<file path="config.mk">
export PLATFORM = sky130hd
export DESIGN_NAME = bin2bcd_seq
export DESIGN_NICKNAME = d
export VERILOG_FILES = /design/src/rtl/bin2bcd_seq.sv
export SDC_FILE = /design/constraint.sdc
export NUM_CORES = 1
export LEC_CHECK = 0
export BUFFER_PORTS_ARGS = -buffer_cell sky130_fd_sc_hd__buf_2
export CAP_MARGIN = 10
export CORE_MARGIN = 4
export CORE_UTILIZATION = 48
export CTS_BUF_LIST = sky130_fd_sc_hd__clkbuf_8
export CTS_CLUSTER_DIAMETER = 60
export DETAILED_ROUTE_END_ITERATION = 10
export GPL_TIMING_DRIVEN = 0
export HOLD_SLACK_MARGIN = 0.08
export PLACE_DENSITY = 0.71
export SLEW_MARGIN = 20
export SYNTH_ARGS = -nofsm -noshare
export SYNTH_HDL_FRONTEND = slang
export SYNTH_SLANG_ARGS = --single-unit
</file>
<file path="constraint.sdc">
create_clock -name clk -period 2 [get_ports clk]
set_input_delay 0.1 -clock clk [delete_from_list [all_inputs] [get_ports clk]]
set_output_delay 0.1 -clock clk [all_outputs]
set_load 0.1 [all_outputs]
</file>
<file path="src/rtl/bin2bcd_seq.sv">
// Sequential shift-and-add-3 binary-to-BCD converter with a start/busy/done handshake.
// One conversion takes IN_W cycles; the result is held on bcd until the next conversion completes.
module bin2bcd_seq #(
    parameter int IN_W   = 16,
    parameter int DIGITS = 5,
    parameter int CW     = 5
) (
    input  logic                  clk,
    input  logic                  rst,
    input  logic                  start,
    input  logic [IN_W-1:0]       bin,
    output logic                  busy,
    output logic                  done,
    output logic [4*DIGITS-1:0]   bcd
);

    typedef enum logic {IDLE, SHIFT} state_t;

    state_t                state_q, state_d;
    logic [IN_W-1:0]       shift_q, shift_d;
    logic [4*DIGITS-1:0]   scratch_q, scratch_d;
    logic [4*DIGITS-1:0]   adj;
    logic [CW-1:0]         cnt_q, cnt_d;
    logic [4*DIGITS-1:0]   bcd_q, bcd_d;
    logic                  done_q, done_d;

    // Digits >= 5 get +3 before the shift so they carry correctly into the next digit.
    function automatic logic [4*DIGITS-1:0] add3(input logic [4*DIGITS-1:0] s);
        logic [4*DIGITS-1:0] r;
        r = s;
        for (int k = 0; k < DIGITS; k++) begin
            if (s[4*k +: 4] >= 4'd5) begin
                r[4*k +: 4] = s[4*k +: 4] + 4'd3;
            end
        end
        return r;
    endfunction

    always_comb begin
        state_d   = state_q;
        shift_d   = shift_q;
        scratch_d = scratch_q;
        cnt_d     = cnt_q;
        bcd_d     = bcd_q;
        done_d    = 1'b0;
        adj       = add3(scratch_q);
        case (state_q)
            IDLE: begin
                if (start) begin
                    shift_d   = bin;
                    scratch_d = '0;
                    cnt_d     = CW'(IN_W);
                    state_d   = SHIFT;
                end
            end
            SHIFT: begin
                scratch_d = {adj[4*DIGITS-2:0], shift_q[IN_W-1]};
                shift_d   = shift_q << 1;
                cnt_d     = cnt_q - 1'b1;
                if (cnt_q == CW'(1)) begin
                    bcd_d   = scratch_d;
                    done_d  = 1'b1;
                    state_d = IDLE;
                end
            end
            default: state_d = IDLE;
        endcase
    end

    always_ff @(posedge clk or posedge rst) begin
        if (rst) begin
            state_q   <= IDLE;
            shift_q   <= '0;
            scratch_q <= '0;
            cnt_q     <= '0;
            bcd_q     <= '0;
            done_q    <= 1'b0;
        end else begin
            state_q   <= state_d;
            shift_q   <= shift_d;
            scratch_q <= scratch_d;
            cnt_q     <= cnt_d;
            bcd_q     <= bcd_d;
            done_q    <= done_d;
        end
    end

    assign busy = (state_q == SHIFT);
    assign done = done_q;
    assign bcd  = bcd_q;

endmodule
</file>
==> results.cfg, run 1 <==
[synth]
synth_ff_type = dfrtp_1
synth_async_sr_flop_share_pct = 100.0
yosysMostFrequentCell = dfrtp_1
synth_top_area_share_pct = 50.08
syn_avg_cell_area_um2 = 10.93
yosysWarnings = 0
ys_seq_elements = 63
synth_nets = 319
synth_edf_count = 0
synth.area.top_cells = dfrtp_1 (50%), mux2i_1 (8.9%), ha_1 (4.8%), nand2_1 (4.1%), o21ai_0 (4.0%)
yosysUniqueCellTypes = 32
synth_area_leader_cell = dfrtp_1
synthCells = 288
synth_common_cells = dfrtp_1 (63), nand2_1 (34), mux2i_1 (28)
netlist_area_um2 = 3148
yosysSeqAreaShare_pct = 50.08

[timing]
min_period_ns = 1.561
slew_viol_final = 0
maxSlewHeadroom_pct = 67.23
setup_viol = 0
fmax_ghz = 0.6405
worstMarginPinSlew_ns = 0.4950
fin_skew_ns = 0.009796
post-route-period-util_pct = 78.07
hold_viol_final = 0
rsz0062_at_grt = false
fin_ws_ns = 0.4387

[finish]
antenna_cells = 0
final_nets = 383
final_area_um2 = 3775
area_growth_pct = 19.91
drive_gt1_share_pct = 25.49

[placement]
port_buffers = 39
gp_congestion = 0.7878
place_ws_ns = 0.4471
hpwl_um = 4439
post_dp_cell_area_um2 = 3470

[cts]
clk_pin_slew_ns = 0.07
post_cts_resized = 0
htreeDepth = 3
cts.sinks = 63
clock_path_buffers = 2
cts_root_buf = clkbuf_8
cts_buffers = 9
insertion_delay_ns = 0.33
cts_tree = done

[global_route]
grt_use_met2_pct = 28.68
grt_max_degree = 52
track_usage_pct = 18.41
grt_pass1_wl_um = 11320
gr-max-usage-layer = met2
grt_overflow = 0
grt_use_met3_pct = 3.963
grt_pass1_vias = 2315
met1_usage_pct = 26.00
antenna_found_initial = 0

[drt]
route.vias.total = 2275
routedWlPerCell_um = 14.66
wl_um = 6361
viasPerCell = 5.242
ant_nets = 0
drtPass1Iterations = 4
drc = 0
drtIter0Drc = 129

[critical_path]
path_buf_inv = 1
cp-end-kind = flop
cp_top_family = flip-flops
critPathSlowestCell = dfrtp_1
critPathKind = flop to flop
crit_fanout = 5
crit_chain = inv_1 > ha_1 > nand2b_2 > a21oi_4 > mux2i_1 > mux2_4
crit_path_max_incr_delay_ns = 0.41
cp_data_arrival_time_ns = 1.78
startpoint_type = flop
cp.required_ns = 2.21

[floorplan]
die_area_um2 = 7918
die_x_um = 88.99
fp.dieH_um = 88.99
start_util_pct = 49.58
rows = 29
io_pins = 41
core_um2 = 6350

[run]
drv_cap = 0

[hold_path]
hold_path.class = input port to flop

[status]
status = complete, no violations
==> state kept, by name, summed over array words and instances, names as in the netlist <==
| register | cells |
|---|---|
| cnt_q | 5 |
| busy | 1 |
| bcd | 20 |
| scratch_q | 20 |
| shift_q | 16 |
| done | 1 |
==> worst reg2reg max path, cell delays in order, from the launching register on <==
cell,delay [ns]
dfrtp_1,0.41
inv_1,0.10
ha_1,0.28
nand2b_2,0.12
a21oi_4,0.18
mux2i_1,0.11
mux2_4,0.26
==> cells in the final DEF, fill, tap and decap left out, types with 2 or more instances in the layout <==
master,n
o21ai_0,25
a21oi_1,10
mux2_4,6
nor3b_1,14
xnor2_1,5
a21oi_4,4
o21ai_1,12
mux2_2,4
dlygate4sd3_1,13
buf_2,50
o31ai_1,2
dfrtp_1,63
nand3_1,4
ha_1,12
nand2b_2,4
a21o_1,3
clkbuf_8,11
nor2_1,3
clkinv_2,4
xor2_1,2
clkbuf_1,2
inv_1,13
nand2_1,34
nand2b_1,10
nor3_1,5
mux2i_1,28
a22o_1,4
==> metal layers <==
metal | routed length [µm] | share of wire, % | up-vias
met1 | 3048 | 48 | 1116
met4 | 48 | 0.75 | 0
met3 | 256 | 4.0 | 6
met2 | 3008 | 47 | 39
met5 | 0 | 0 | -
li1 | - | - | 1114
==> what timing repair did <==
action | in CTS | in global routing
buffers inserted | 0 | 0
hold buffers | 13 | 0
hold endpoints to repair | 75 | 0
==> final timing paths <==
path	from	end	slack (ns)	cells after the start
worst max-delay path	scratch_q[12]	bcd[14]	0.44	6
worst min-delay path	bin[12]	shift_q[12]	0.09	3
worst max register to register	scratch_q[12]	bcd[14]	0.44	6
worst min register to register	bcd[13]	bcd[13]	0.48	2
max in group asynchronous	rst	scratch_q[1]	1.27	4
min in group asynchronous	rst	bcd[9]	0.24	3
==> logic make-up (layout without fill, tap and decap cells) <==
logic type / after synthesis / in the layout / synth area share [%]
simple gates: 77 / 77 / 13.43
xor+xnor: 7 / 7 / 1.948
compound gates: 62 / 62 / 12.40
fa+ha+maj: 12 / 12 / 4.769
buf+inv: 29 / 98 / 4.173
flops: 63 / 63 / 50.08
mux: 38 / 38 / 13.20
==> cell type report <==
type                       count  area, µm²
fill                         539       2575
sequential                    63       1577
tap                           77      96.34
buffer                        15      73.82
timing repair buffer          53      352.8
clock buffer                  11      151.4
inverter                      14      60.06
multi-input combinational    196       1440
clock inverter                 5      23.77
==> stage by stage <==
step	cells	utilization [%]	setup TNS, ns	hold slack (ns)
detailed placement	405	54.64	0	0.03422
floorplan	288	-	0	0.2563
global route	434	59.45	0	0.09414
global placement	404	54.17	-30.45	0.3523
CTS	434	59.45	0	0.08071
finish	434	59.45	0	0.08914
Power of run 1 is not shown: default switching activity piles up to over one toggle a cycle in this logic, so the estimate is an artifact.
==> run 2: changes to the inputs <==
PLACE_DENSITY = 0.74   (was 0.71)
clock period = 1.3 ns   (was 2 ns; I/O delays follow)
==> run 2 against run 1 <==
Compared with the run above:
- the flow now finishes with violations (setup timing)
- final area up 24%
- flip-flop and latch count did not move
- clock-buffer cell count unchanged
- sequential share of layout area fell by 7.9 points
- core utilization is 14 points higher
- critical path depth decreased by 1
- clock skew fell by 0.0014 ns
- worst setup slack worse by 0.64 ns
- final cell count rose by 10%
- global-route usage up 3.1 points
- highest routed layer unchanged
==> results.cfg, run 2 (synthesized netlist as in run 1, its figures left out) <==
[status]
status = finished with violations
violations = setup timing

[timing]
slew_viol_final = 0
fin_ws_ns = -0.1965
rsz0062_at_grt = true
worstMarginPinSlew_ns = 0.7042
min_period_ns = 1.497
maxSlewHeadroom_pct = 52.96
fmax_ghz = 0.6682
hold_viol_final = 0
fin_skew_ns = 0.008438
setup_viol = 34
post-route-period-util_pct = 115.1

[placement]
port_buffers = 39
hpwl_um = 4533
place_ws_ns = -0.2054
gp_congestion = 0.7854

[cts]
cts_root_buf = clkbuf_8
clock_path_buffers = 2
clk_pin_slew_ns = 0.07
cts_buffers = 9
htreeDepth = 3
cts.sinks = 63
insertion_delay_ns = 0.35
cts_tree = done

[drt]
route.vias.total = 2550
wl_um = 8218
drtPass1Iterations = 4
drc = 0
viasPerCell = 5.335
drtIter0Drc = 80
ant_nets = 0
routedWlPerCell_um = 17.19

[floorplan]
fp.dieH_um = 88.99
io_pins = 41
core_um2 = 6350
die_x_um = 88.99
die_area_um2 = 7918
rows = 29
start_util_pct = 49.58

[critical_path]
cp_data_arrival_time_ns = 1.79
worst-r2r-setup-slack_ns = -0.20
crit_start = scratch_q[4]
critPathCapture = bcd[6]
cp-end-kind = flop
startpoint_type = flop
r2r_end = bcd[6]
crit_fanout = 4
critPathKind = flop to flop
cp.required_ns = 1.59
worst_r2r_path_depth = 5
rr_startpoint = scratch_q[4]

[global_route]
antenna_found_initial = 0
grt_pass1_vias = 2571
grt_overflow = 0
track_usage_pct = 21.50
grt_pass1_wl_um = 12790
grt_max_degree = 34

[run]
drv_cap = 0

[finish]
area_growth_pct = 48.89
fin_util_pct = 73.81
final_nets = 427
layout_common_cells = dfrtp_1 (58), buf_2 (43), buf_4 (38)
drive_gt1_share_pct = 52.12
antenna_cells = 0
final_common_cell = dfrtp_1
fillers = 403

[hold_path]
hold_path.class = input port to flop
==> run 2: worst min-delay path by stage <==
| stage | startpoint | end | slack [ns] | cells past startpoint |
|---|---|---|---|---|
| after global placement | bin[0] | shift_q[0] | 0.32 | 3 |
| after global routing | start | scratch_q[19] | 0.23 | 3 |
| after floorplan | rst | bcd[0] | 0.19 | 1 |
| after CTS | start | scratch_q[19] | 0.15 | 3 |
| after detailed placement | rst | shift_q[1] | 0.21 | 2 |
| final | start | scratch_q[19] | 0.17 | 3 |
==> run 2: timing repair <==
item | CTS | global route
setup buffers | 21 | 16
endpoints found under the hold margin | 46 | 0
pin swaps | 25 | 19
cloned | 2 | 1
setup endpoints to repair | 34 | 48
hold buffers | 17 | 0
gates resized for setup | 59 | 47
==> run 2: cell type report <==
type                       count  area [µm²]  share of cell area [%]
clock inverter                 5       80.08                   1.708
timing repair buffer          96       723.2                   15.43
inverter                      14       68.82                   1.468
timing repair inverter         1       8.758                  0.1869
buffer                        15       126.4                   2.696
sequential                    63        1585                   33.82
multi-input combinational    196        1847                   39.40
tap                           77       96.34                   2.056
clock buffer                  11       151.4                   3.230
==> run 2: stage by stage <==
| step | std cells | TNS (ns) | hold slack [ns] | area [µm²] |
|---|---|---|---|---|
| floorplan | 288 | -3.083 | 0.1900 | 3246 |
| global placement | 404 | -2.275 | 0.3195 | 3537 |
| detailed placement | 405 | -3.127 | 0.2060 | 3557 |
| CTS | 461 | -2.391 | 0.1539 | 4352 |
| global route | 478 | -5.181 | 0.2348 | 4687 |
| finish | 478 | -3.531 | 0.1671 | 4687 |
==> run 2: layer usage <==
| layer | global-route usage, % | wire length [µm] |
|---|---|---|
| met4 | 8.390 | 159 |
| met5 | 0 | 0 |
| met3 | 5.161 | 400 |
| met2 | 35.63 | 4202 |
| met1 | 27.29 | 3456 |
==> run 2: worst max-delay path, cell delays in order (launching register included) <==
cell and delay [ns]:
dfrtp_2 0.46, ha_4 0.17, nand2b_4 0.14, a21oi_4 0.21
mux2i_2 0.28, mux2_4 0.18
Power of run 2 is left out for the same reason.
==> run 3: changes to the inputs <==
REMOVE_ABC_BUFFERS = 1   (was unset)
==> run 3 against run 2 <==
Compared with the run above:
- the run still ends with setup timing left
- hold slack improved by 0.037 ns
- fmax fell by 0.30%
- wire length rose by 10%
- sequential share of layout area up 0.29 points
- via count up 3.6%
- non-clock buffer count increased by 1
- critical path depth rose by 1
- final cell count increased by 0.21%
- clock skew is 0.0018 ns lower
==> results.cfg, run 3 (synthesized netlist as in run 1, its figures left out) <==
[cts]
cts_tree = done
cts.sinks = 63
insertion_delay_ns = 0.34
htreeDepth = 3
clk_pin_slew_ns = 0.07
clock_path_buffers = 2
cts_root_buf = clkbuf_8
cts_buffers = 9

[timing]
fin_ws_ns = -0.2011
post-route-period-util_pct = 115.5
slew_viol_final = 0
maxSlewHeadroom_pct = 46.64
whs_ns = 0.2037
hold_viol_final = 0
worstMarginPinSlew_ns = 0.8004
fin_skew_ns = 0.006613
finalSetupTns_ns = -3.046
rsz0062_at_grt = true
fmax_ghz = 0.6662
min_period_ns = 1.501
setup_viol = 33

[placement]
hpwl_um = 3707
post_dp_cell_area_um2 = 3422
dp.cells = 392
port_buffers = 40
gp_congestion = 0.8113

[finish]
fillers = 389
final_area_um2 = 4636
seqCellArea_um2 = 1582
final_common_cell = dfrtp_1
final_nets = 430
layout_common_cells = dfrtp_1 (61), buf_2 (39), buf_4 (34)
multiInputGateArea_um2 = 1747
instances_no_fill = 479
drive_gt1_share_pct = 47.01
antenna_cells = 0
area_growth_pct = 47.26

[global_route]
grt_pass1_vias = 2606
track_usage_pct = 21.76
grt_use_met3_pct = 5.253
grt_pass1_wl_um = 13010
met1_usage_pct = 27.58
grt_use_met2_pct = 36.50
grt_overflow = 0
gr-max-usage-layer = met2
grt_max_degree = 49
antenna_found_initial = 0

[floorplan]
fp.dieH_um = 88.99
start_util_pct = 49.58
core_um2 = 6350
die_area_um2 = 7918
die_x_um = 88.99
rows = 29
io_pins = 41

[status]
violations = setup timing
status = finished with violations

[critical_path]
rr_startpoint = scratch_q[1]
worst_r2r_path_depth = 6
r2r_end = scratch_q[2]
cp_data_arrival_time_ns = 1.78
crit_start = scratch_q[1]
crit_fanout = 4
critPathKind = flop to flop
crit_path_max_incr_delay_ns = 0.37
worst-r2r-setup-slack_ns = -0.20
critPathCapture = scratch_q[2]
critPathSlowestCell = dfrtp_1
startpoint_type = flop
cp-end-kind = flop
crit_chain = inv_2 > ha_2 > nand2b_4 > a21oi_4 > mux2i_2 > a22o_1
cp.required_ns = 1.58

[drt]
viasPerCell = 5.516
drc = 0
route.vias.total = 2642
ant_nets = 0
wl_um = 9073
drtPass1Iterations = 5
drtIter0Drc = 132
routedWlPerCell_um = 18.94

[run]
drv_cap = 0

[hold_path]
hold_path.class = input port to asynchronous set/reset pin
[run 3: changes by cell type in the layout (fill, tap and decap cells not counted), moves of 4 or more]
cell | previous run | this run
o21ai_1 | 8 | 30
xnor2_1 | 0 | 4
nand2_4 | 7 | 0
o21ai_0 | 16 | 4
buf_2 | 43 | 39
o21ai_2 | 12 | 2
buf_6 | 5 | 14
nand2_1 | 22 | 27
buf_4 | 38 | 34
xnor2_2 | 5 | 1
[run 3: per-stage QoR]
stage	setup slack (ns)	util, %
after global routing	-0.2503	73.00
after CTS	-0.1087	67.03
final	-0.2011	73.00
after detailed placement	-0.7999	53.89
after global placement	-2.022	53.08
after floorplan	-1.939	-
[run 3: timing repair]
action                                 CTS  global route
setup endpoints to repair               44            61
endpoints found under the hold margin   79             0
hold buffers                            17             0
gates resized for setup                 49            67
cloned                                   4             4
buffers inserted                        30            20
pin swaps                               19            19
[run 3: worst min-delay path by stage]
stage / from / end / slack, ns / cells after the start
3_5_place_dp: rst / bcd[5] / 0.01 / 2
2_1_floorplan: start / cnt_q[1] / 0.15 / 1
4_1_cts: rst / done / 0.19 / 3
6_report: rst / bcd[13] / 0.20 / 3
3_3_place_gp: bin[0] / shift_q[0] / 0.31 / 3
5_1_grt: rst / bcd[6] / 0.22 / 3
[run 3: final cells by class]
cell class	instances	area share, %
multi-input cells	198	37.68
flip-flops and latches	63	34.12
repair buffers	112	20.94
clock buffers	11	3.266
well taps	77	2.078
inverters	14	1.457
clock inverters	3	0.2699
repair inverters	1	0.1889
[run 3: layer usage]
layer	routed length (µm)	vias up
li1	-	1224
met1	3595	1315
met2	4903	84
met3	396	19
met4	178	0
met5	0	-
[run 3: worst max-delay path, delay by kind of cell (launching register included)]
family | cells | cell delay (ns)
adders and majority gates | 1 | 0.18
buffers and inverters | 1 | 0.08
and+or+nand+nor | 1 | 0.14
DFF | 1 | 0.37
AOI/OAI and AO/OA | 2 | 0.37
muxes | 1 | 0.30
Power of run 3 is left out for the same reason.
